**config.mk**
```make
export PLATFORM = sky130hd
export DESIGN_NAME = mips_mc_control
export DESIGN_NICKNAME = d
export VERILOG_FILES = /design/src/rtl/mips_pkg.sv /design/src/rtl/mips_mc_ctrl_decode.sv /design/src/rtl/mips_mc_control.sv
export SDC_FILE = /design/constraint.sdc
export NUM_CORES = 1
export LEC_CHECK = 0
export ABC_AREA = 1
export BUFFER_PORTS_ARGS = -buffer_cell sky130_fd_sc_hd__buf_4
export CAP_MARGIN = 40
export CORE_AREA = 3 3 40 42
export CTS_CLUSTER_SIZE = 24
export DETAILED_ROUTE_END_ITERATION = 8
export DIE_AREA = 0 0 43 45
export PLACE_DENSITY = 0.88
export REMOVE_ABC_BUFFERS = 1
export SLEW_MARGIN = 10
export SYNTH_ARGS = -nofsm -noshare
export SYNTH_HDL_FRONTEND = slang
export SYNTH_HIERARCHICAL = 1
export SYNTH_SLANG_ARGS = --single-unit
```
**constraint.sdc**
```tcl
create_clock -name clk -period 2.9 [get_ports clk]
set_clock_uncertainty 0.05 [all_clocks]
set_input_delay 0.58 -clock clk [delete_from_list [all_inputs] [get_ports clk]]
set_output_delay 0.58 -clock clk [all_outputs]
set_load 0.01 [all_outputs]
```
**src/rtl/mips_pkg.sv**
```systemverilog
// Shared encodings for the multicycle MIPS datapath: opcodes, control states,
// mux selects and the control word driven by the main controller.
package mips_pkg;

    localparam logic [5:0] OP_RTYPE = 6'b000000;
    localparam logic [5:0] OP_LW    = 6'b100011;
    localparam logic [5:0] OP_SW    = 6'b101011;
    localparam logic [5:0] OP_BEQ   = 6'b000100;
    localparam logic [5:0] OP_ADDI  = 6'b001000;
    localparam logic [5:0] OP_J     = 6'b000010;

    typedef enum logic [3:0] {
        S_FETCH  = 4'd0,
        S_DECODE = 4'd1,
        S_MEMADR = 4'd2,
        S_MEMRD  = 4'd3,
        S_MEMWB  = 4'd4,
        S_MEMWR  = 4'd5,
        S_EXEC   = 4'd6,
        S_ALUWB  = 4'd7,
        S_BRANCH = 4'd8,
        S_ADDIEX = 4'd9,
        S_ADDIWB = 4'd10,
        S_JUMP   = 4'd11
    } state_e;

    localparam logic [1:0] ALUOP_ADD   = 2'b00;
    localparam logic [1:0] ALUOP_SUB   = 2'b01;
    localparam logic [1:0] ALUOP_FUNCT = 2'b10;

    localparam logic [1:0] SRCB_B       = 2'b00;
    localparam logic [1:0] SRCB_FOUR    = 2'b01;
    localparam logic [1:0] SRCB_IMM     = 2'b10;
    localparam logic [1:0] SRCB_IMM_SH2 = 2'b11;

    localparam logic [1:0] PCSRC_ALU    = 2'b00;
    localparam logic [1:0] PCSRC_ALUOUT = 2'b01;
    localparam logic [1:0] PCSRC_JUMP   = 2'b10;

    typedef struct packed {
        logic       pc_write;
        logic       pc_write_cond;
        logic [1:0] pc_src;
        logic       i_or_d;
        logic       mem_read;
        logic       mem_write;
        logic       ir_write;
        logic       reg_dst;
        logic       mem_to_reg;
        logic       reg_write;
        logic       alu_src_a;
        logic [1:0] alu_src_b;
        logic [1:0] alu_op;
    } ctrl_t;

    function automatic logic op_supported(input logic [5:0] op);
        return (op == OP_RTYPE) || (op == OP_LW) || (op == OP_SW) ||
               (op == OP_BEQ) || (op == OP_ADDI) || (op == OP_J);
    endfunction

endpackage

```
**src/rtl/mips_mc_ctrl_decode.sv**
```systemverilog
// Combinational state -> control word decoder. Only pc_en and illegal_op look
// past the state, at the ALU zero flag and the opcode respectively.
module mips_mc_ctrl_decode
    import mips_pkg::*;
#(
    parameter int OPW = 6
) (
    input  logic [3:0]     state_i,
    input  logic [OPW-1:0] opcode_i,
    input  logic           zero_i,
    output ctrl_t          ctrl_o,
    output logic           pc_en_o,
    output logic           illegal_op_o
);

    always_comb begin
        ctrl_o = '0;
        case (state_i)
            S_FETCH: begin
                ctrl_o.mem_read  = 1'b1;
                ctrl_o.ir_write  = 1'b1;
                ctrl_o.alu_src_b = SRCB_FOUR;
                ctrl_o.pc_write  = 1'b1;
                ctrl_o.pc_src    = PCSRC_ALU;
            end
            // Branch target is computed speculatively here and parked in ALUOut.
            S_DECODE: ctrl_o.alu_src_b = SRCB_IMM_SH2;
            S_MEMADR, S_ADDIEX: begin
                ctrl_o.alu_src_a = 1'b1;
                ctrl_o.alu_src_b = SRCB_IMM;
            end
            S_MEMRD: begin
                ctrl_o.mem_read = 1'b1;
                ctrl_o.i_or_d   = 1'b1;
            end
            S_MEMWB: begin
                ctrl_o.reg_write  = 1'b1;
                ctrl_o.mem_to_reg = 1'b1;
            end
            S_MEMWR: begin
                ctrl_o.mem_write = 1'b1;
                ctrl_o.i_or_d    = 1'b1;
            end
            S_EXEC: begin
                ctrl_o.alu_src_a = 1'b1;
                ctrl_o.alu_op    = ALUOP_FUNCT;
            end
            S_ALUWB: begin
                ctrl_o.reg_write = 1'b1;
                ctrl_o.reg_dst   = 1'b1;
            end
            S_ADDIWB: ctrl_o.reg_write = 1'b1;
            S_BRANCH: begin
                ctrl_o.alu_src_a     = 1'b1;
                ctrl_o.alu_op        = ALUOP_SUB;
                ctrl_o.pc_write_cond = 1'b1;
                ctrl_o.pc_src        = PCSRC_ALUOUT;
            end
            S_JUMP: begin
                ctrl_o.pc_write = 1'b1;
                ctrl_o.pc_src   = PCSRC_JUMP;
            end
            default: ctrl_o = '0;
        endcase
    end

    assign pc_en_o      = ctrl_o.pc_write | (ctrl_o.pc_write_cond & zero_i);
    assign illegal_op_o = (state_i == S_DECODE) && !op_supported(opcode_i[5:0]);

endmodule

```
**src/rtl/mips_mc_control.sv**
```systemverilog
// Main control FSM of the multicycle MIPS: state register and next-state
// logic; the control word itself comes from mips_mc_ctrl_decode.
module mips_mc_control
    import mips_pkg::*;
#(
    parameter int OPW = 6,
    parameter int SW_ = 4
) (
    input  logic           clk,
    input  logic           rst,
    input  logic [OPW-1:0] opcode,
    input  logic           zero,
    output logic           pc_en,
    output logic [1:0]     pc_src,
    output logic           i_or_d,
    output logic           mem_read,
    output logic           mem_write,
    output logic           ir_write,
    output logic           reg_dst,
    output logic           mem_to_reg,
    output logic           reg_write,
    output logic           alu_src_a,
    output logic [1:0]     alu_src_b,
    output logic [1:0]     alu_op,
    output logic           illegal_op,
    output logic [SW_-1:0] state
);

    state_e state_q, state_d;
    ctrl_t  ctrl;

    always_ff @(posedge clk) begin
        if (rst) state_q <= S_FETCH;
        else     state_q <= state_d;
    end

    always_comb begin
        state_d = S_FETCH;
        case (state_q)
            S_FETCH: state_d = S_DECODE;
            S_DECODE: begin
                case (opcode[5:0])
                    OP_LW, OP_SW: state_d = S_MEMADR;
                    OP_RTYPE:     state_d = S_EXEC;
                    OP_BEQ:       state_d = S_BRANCH;
                    OP_ADDI:      state_d = S_ADDIEX;
                    OP_J:         state_d = S_JUMP;
                    default:      state_d = S_FETCH;
                endcase
            end
            S_MEMADR: state_d = (opcode[5:0] == OP_SW) ? S_MEMWR : S_MEMRD;
            S_MEMRD:  state_d = S_MEMWB;
            S_EXEC:   state_d = S_ALUWB;
            S_ADDIEX: state_d = S_ADDIWB;
            default:  state_d = S_FETCH;
        endcase
    end

    mips_mc_ctrl_decode #(.OPW(OPW)) u_decode (
        .state_i      (state_q),
        .opcode_i     (opcode),
        .zero_i       (zero),
        .ctrl_o       (ctrl),
        .pc_en_o      (pc_en),
        .illegal_op_o (illegal_op)
    );

    assign pc_src     = ctrl.pc_src;
    assign i_or_d     = ctrl.i_or_d;
    assign mem_read   = ctrl.mem_read;
    assign mem_write  = ctrl.mem_write;
    assign ir_write   = ctrl.ir_write;
    assign reg_dst    = ctrl.reg_dst;
    assign mem_to_reg = ctrl.mem_to_reg;
    assign reg_write  = ctrl.reg_write;
    assign alu_src_a  = ctrl.alu_src_a;
    assign alu_src_b  = ctrl.alu_src_b;
    assign alu_op     = ctrl.alu_op;
    assign state      = SW_'(state_q);

endmodule

```
==> impl_table.tex <==
\begin{tabular}{lr}
\hline
Metric & Value \\
\hline
\multicolumn{2}{l}{\textbf{Min path}} \\
\quad Cells on Worst Hold Path & 2 \\
\quad Min-Delay Path Class & in -> reg \\
\multicolumn{2}{l}{\textbf{Clocking}} \\
\quad Cts hold-fix bufs & 0 \\
\quad Max clock buf depth & 2 \\
\quad Cts bufs inserted & 3 \\
\quad H-tree depth & 1 \\
\quad Clock latency of the later-clocked register in the worst-skew pair & 0.23 ns \\
\quad Number of gates resized after CTS & 0 \\
\quad Buffers inserted during post-CTS setup optimization & 0 \\
\quad Total clock sinks & 4 \\
\quad Clock transition at the registers of the reported paths & 0.04 ns \\
\quad Clk root buf & sky130\_fd\_sc\_hd\_\_clkbuf\_4 \\
\quad CTS tree & done \\
\multicolumn{2}{l}{\textbf{Die}} \\
\quad Die height & 45 µm \\
\quad Total core area & 1280 µm² \\
\quad Die Outline Area & 1940 µm² \\
\quad Initial Utilization & 45.2\% \\
\quad Number of rows in the core area & 13 \\
\quad Die boundary width & 43 µm \\
\quad IO Count & 29 \\
\multicolumn{2}{l}{\textbf{Final layout}} \\
\quad Post-layout instance area & 825 µm² \\
\quad Net count of the finished layout & 155 \\
\quad Syn-to-layout area delta & 42.0\% \\
\quad Number of antenna cells inserted & 0 \\
\quad Layout cells sized above 1 & 35.4\% \\
\quad Core occupancy in the finished layout & 64.2\% \\
\quad Largest register FFs & 4 \\
\multicolumn{2}{l}{\textbf{Setup path}} \\
\quad Category of the worst setup path launch point & flip-flop \\
\quad Critical path cell sequence & inv\_2, nand2\_1, inv\_2, a22oi\_2, nand2\_1, buf\_4 \\
\quad Total stage count of the critical path & 6 \\
\quad Register-to-Register Setup Slack & 1.62 ns \\
\quad WP data required & 2.27 ns \\
\quad Data arrival time at the worst-slack endpoint & 1.40 ns \\
\quad Delay of the slowest cell on the worst path & 0.53 ns \\
\quad Worst Path Max Fanout & 9 \\
\quad Slowest cell on the critical path & sky130\_fd\_sc\_hd\_\_dfxtp\_1 \\
\quad CP delay by family, top & flip-flops \\
\quad WS Path Type & reg -> out \\
\quad CP Capture Type & output port \\
\quad Depth of the worst register-to-register path & 7 \\
\quad Critical path buffers and inverters & 3 \\
\multicolumn{2}{l}{\textbf{Detailed routing}} \\
\quad Initial DRC Count & 16 \\
\quad Routed vias & 750 \\
\quad Final wirelength & 1.53 mm \\
\quad Vias per Instance & 4.72 \\
\quad Length of the first detailed-routing pass in iterations & 5 \\
\quad Post-DRT Antenna Nets & 0 \\
\quad Number of remaining DRC errors & 0 \\
\quad Average wire length per cell after detail routing & 9.64 µm \\
\multicolumn{2}{l}{\textbf{Timing}} \\
\quad Minimum clock period after layout & 2.03 ns \\
\quad Number of failing setup endpoints in the final timing report & 0 \\
\quad Final hold viol count & 0 \\
\quad Final number of max-transition violations & 0 \\
\quad Final Cycle Share & 70.0\% \\
\quad Pin slew with the least headroom to its limit & 0.375 ns \\
\quad Final-layout setup total negative slack & 0 ns \\
\quad Crit path setup slack, layout & 0.869 ns \\
\quad Max Clk Rate & 0.492 GHz \\
\quad Setup repair after global routing missed its margin & no \\
\quad Worst relative slew slack & 75.0\% \\
\quad Hold slack final & 0.481 ns \\
\multicolumn{2}{l}{\textbf{Power}} \\
\quad Relative contribution of combinational cells to total power & 37.0\% \\
\quad Net switching share of the total power & 33.7\% \\
\quad Clk network pwr share & 33.0\% \\
\quad Static power due to leakage & 0.520 nW \\
\quad Sequential share of power & 30.0\% \\
\quad Peak VDD IR & 0.267 mV \\
\quad Int Power & 0.138 mW \\
\quad Switching power & 0.0701 mW \\
\quad P per Cell Area & 252 nW/µm² \\
\multicolumn{2}{l}{\textbf{GRT}} \\
\quad Total grt overflow & 0 \\
\quad Number of antenna violations at the first check in global routing & 0 \\
\quad Largest net degree at the start of global routing & 10 \\
\quad Via count of the first global-routing pass & 608 \\
\quad Global-route wire length before repair & 2.40 mm \\
\quad Total global routing track utilization & 16.0\% \\
\multicolumn{2}{l}{\textbf{Job}} \\
\quad Max-cap violation count & 0 \\
\multicolumn{2}{l}{\textbf{Placed design}} \\
\quad Number of I/O port buffers & 28 \\
\quad Pre-CTS setup slack & 1.10 ns \\
\quad Post-place instance area & 802 µm² \\
\quad GPL Wtd Cong & 0.752 \\
\quad Sum of net half-perimeters after detailed placement & 1.27 mm \\
\multicolumn{2}{l}{\textbf{Synth}} \\
\quad Post-synth design cell area & 581 µm² \\
\quad Number of cells produced by synthesis & 114 \\
\quad Average cell area after synthesis & 5.09 µm² \\
\quad YS warnings & 6 \\
\multicolumn{2}{l}{\textbf{Run status}} \\
\quad Run status & finished, final reports clean \\
\hline
\end{tabular}
## final cells by class
class | instances | area (µm²)
timing repair buffer | 28 | 210
multi-input combinational | 82 | 392
fill | 142 | 460
sequential | 4 | 80.1
tap | 15 | 18.8
inverter | 27 | 101
clock buffer | 3 | 22.5
## layer usage
layer  global-route usage, %  up-vias  routed length, µm
met5                       0        -                  0
met4                    5.42        0                  8
li1                        -      399                  -
met2                    30.2       25                775
met3                    3.19        2                116
met1                    18.0      324                632
## cells in the final DEF, fill, tap and decap left out, drive strengths merged, types with 3 or more instances in the layout
cell and instances:
o21ai 3, a21oi 6, nand3 7, nand2 35
nor2 27, inv 27, buf 28, dfxtp 4
clkbuf 3
## final timing paths
check	endpoint	startpoint
worst max-delay path	alu_src_b[1]	state[1]
worst max register to register	state[1]	state[0]
worst min register to register	state[0]	state[3]
worst min-delay path	state[1]	rst
## power groups by stage
stage                     sequential, mW  clock, mW  combinational, mW
after floorplan                   0.0630          0             0.0394
after global placement            0.0630          0             0.0741
after detailed placement          0.0631          0             0.0767
after CTS                         0.0623     0.0704             0.0775
after global routing              0.0628     0.0741             0.0857
final                             0.0623     0.0685             0.0769
## per-stage QoR
step / cells / power (mW)
finish: 159 / 0.208
global placement: 156 / 0.137
CTS: 159 / 0.210
detailed placement: 156 / 0.140
floorplan: 113 / 0.102
global route: 159 / 0.223
(Power assumes the default switching activity.)
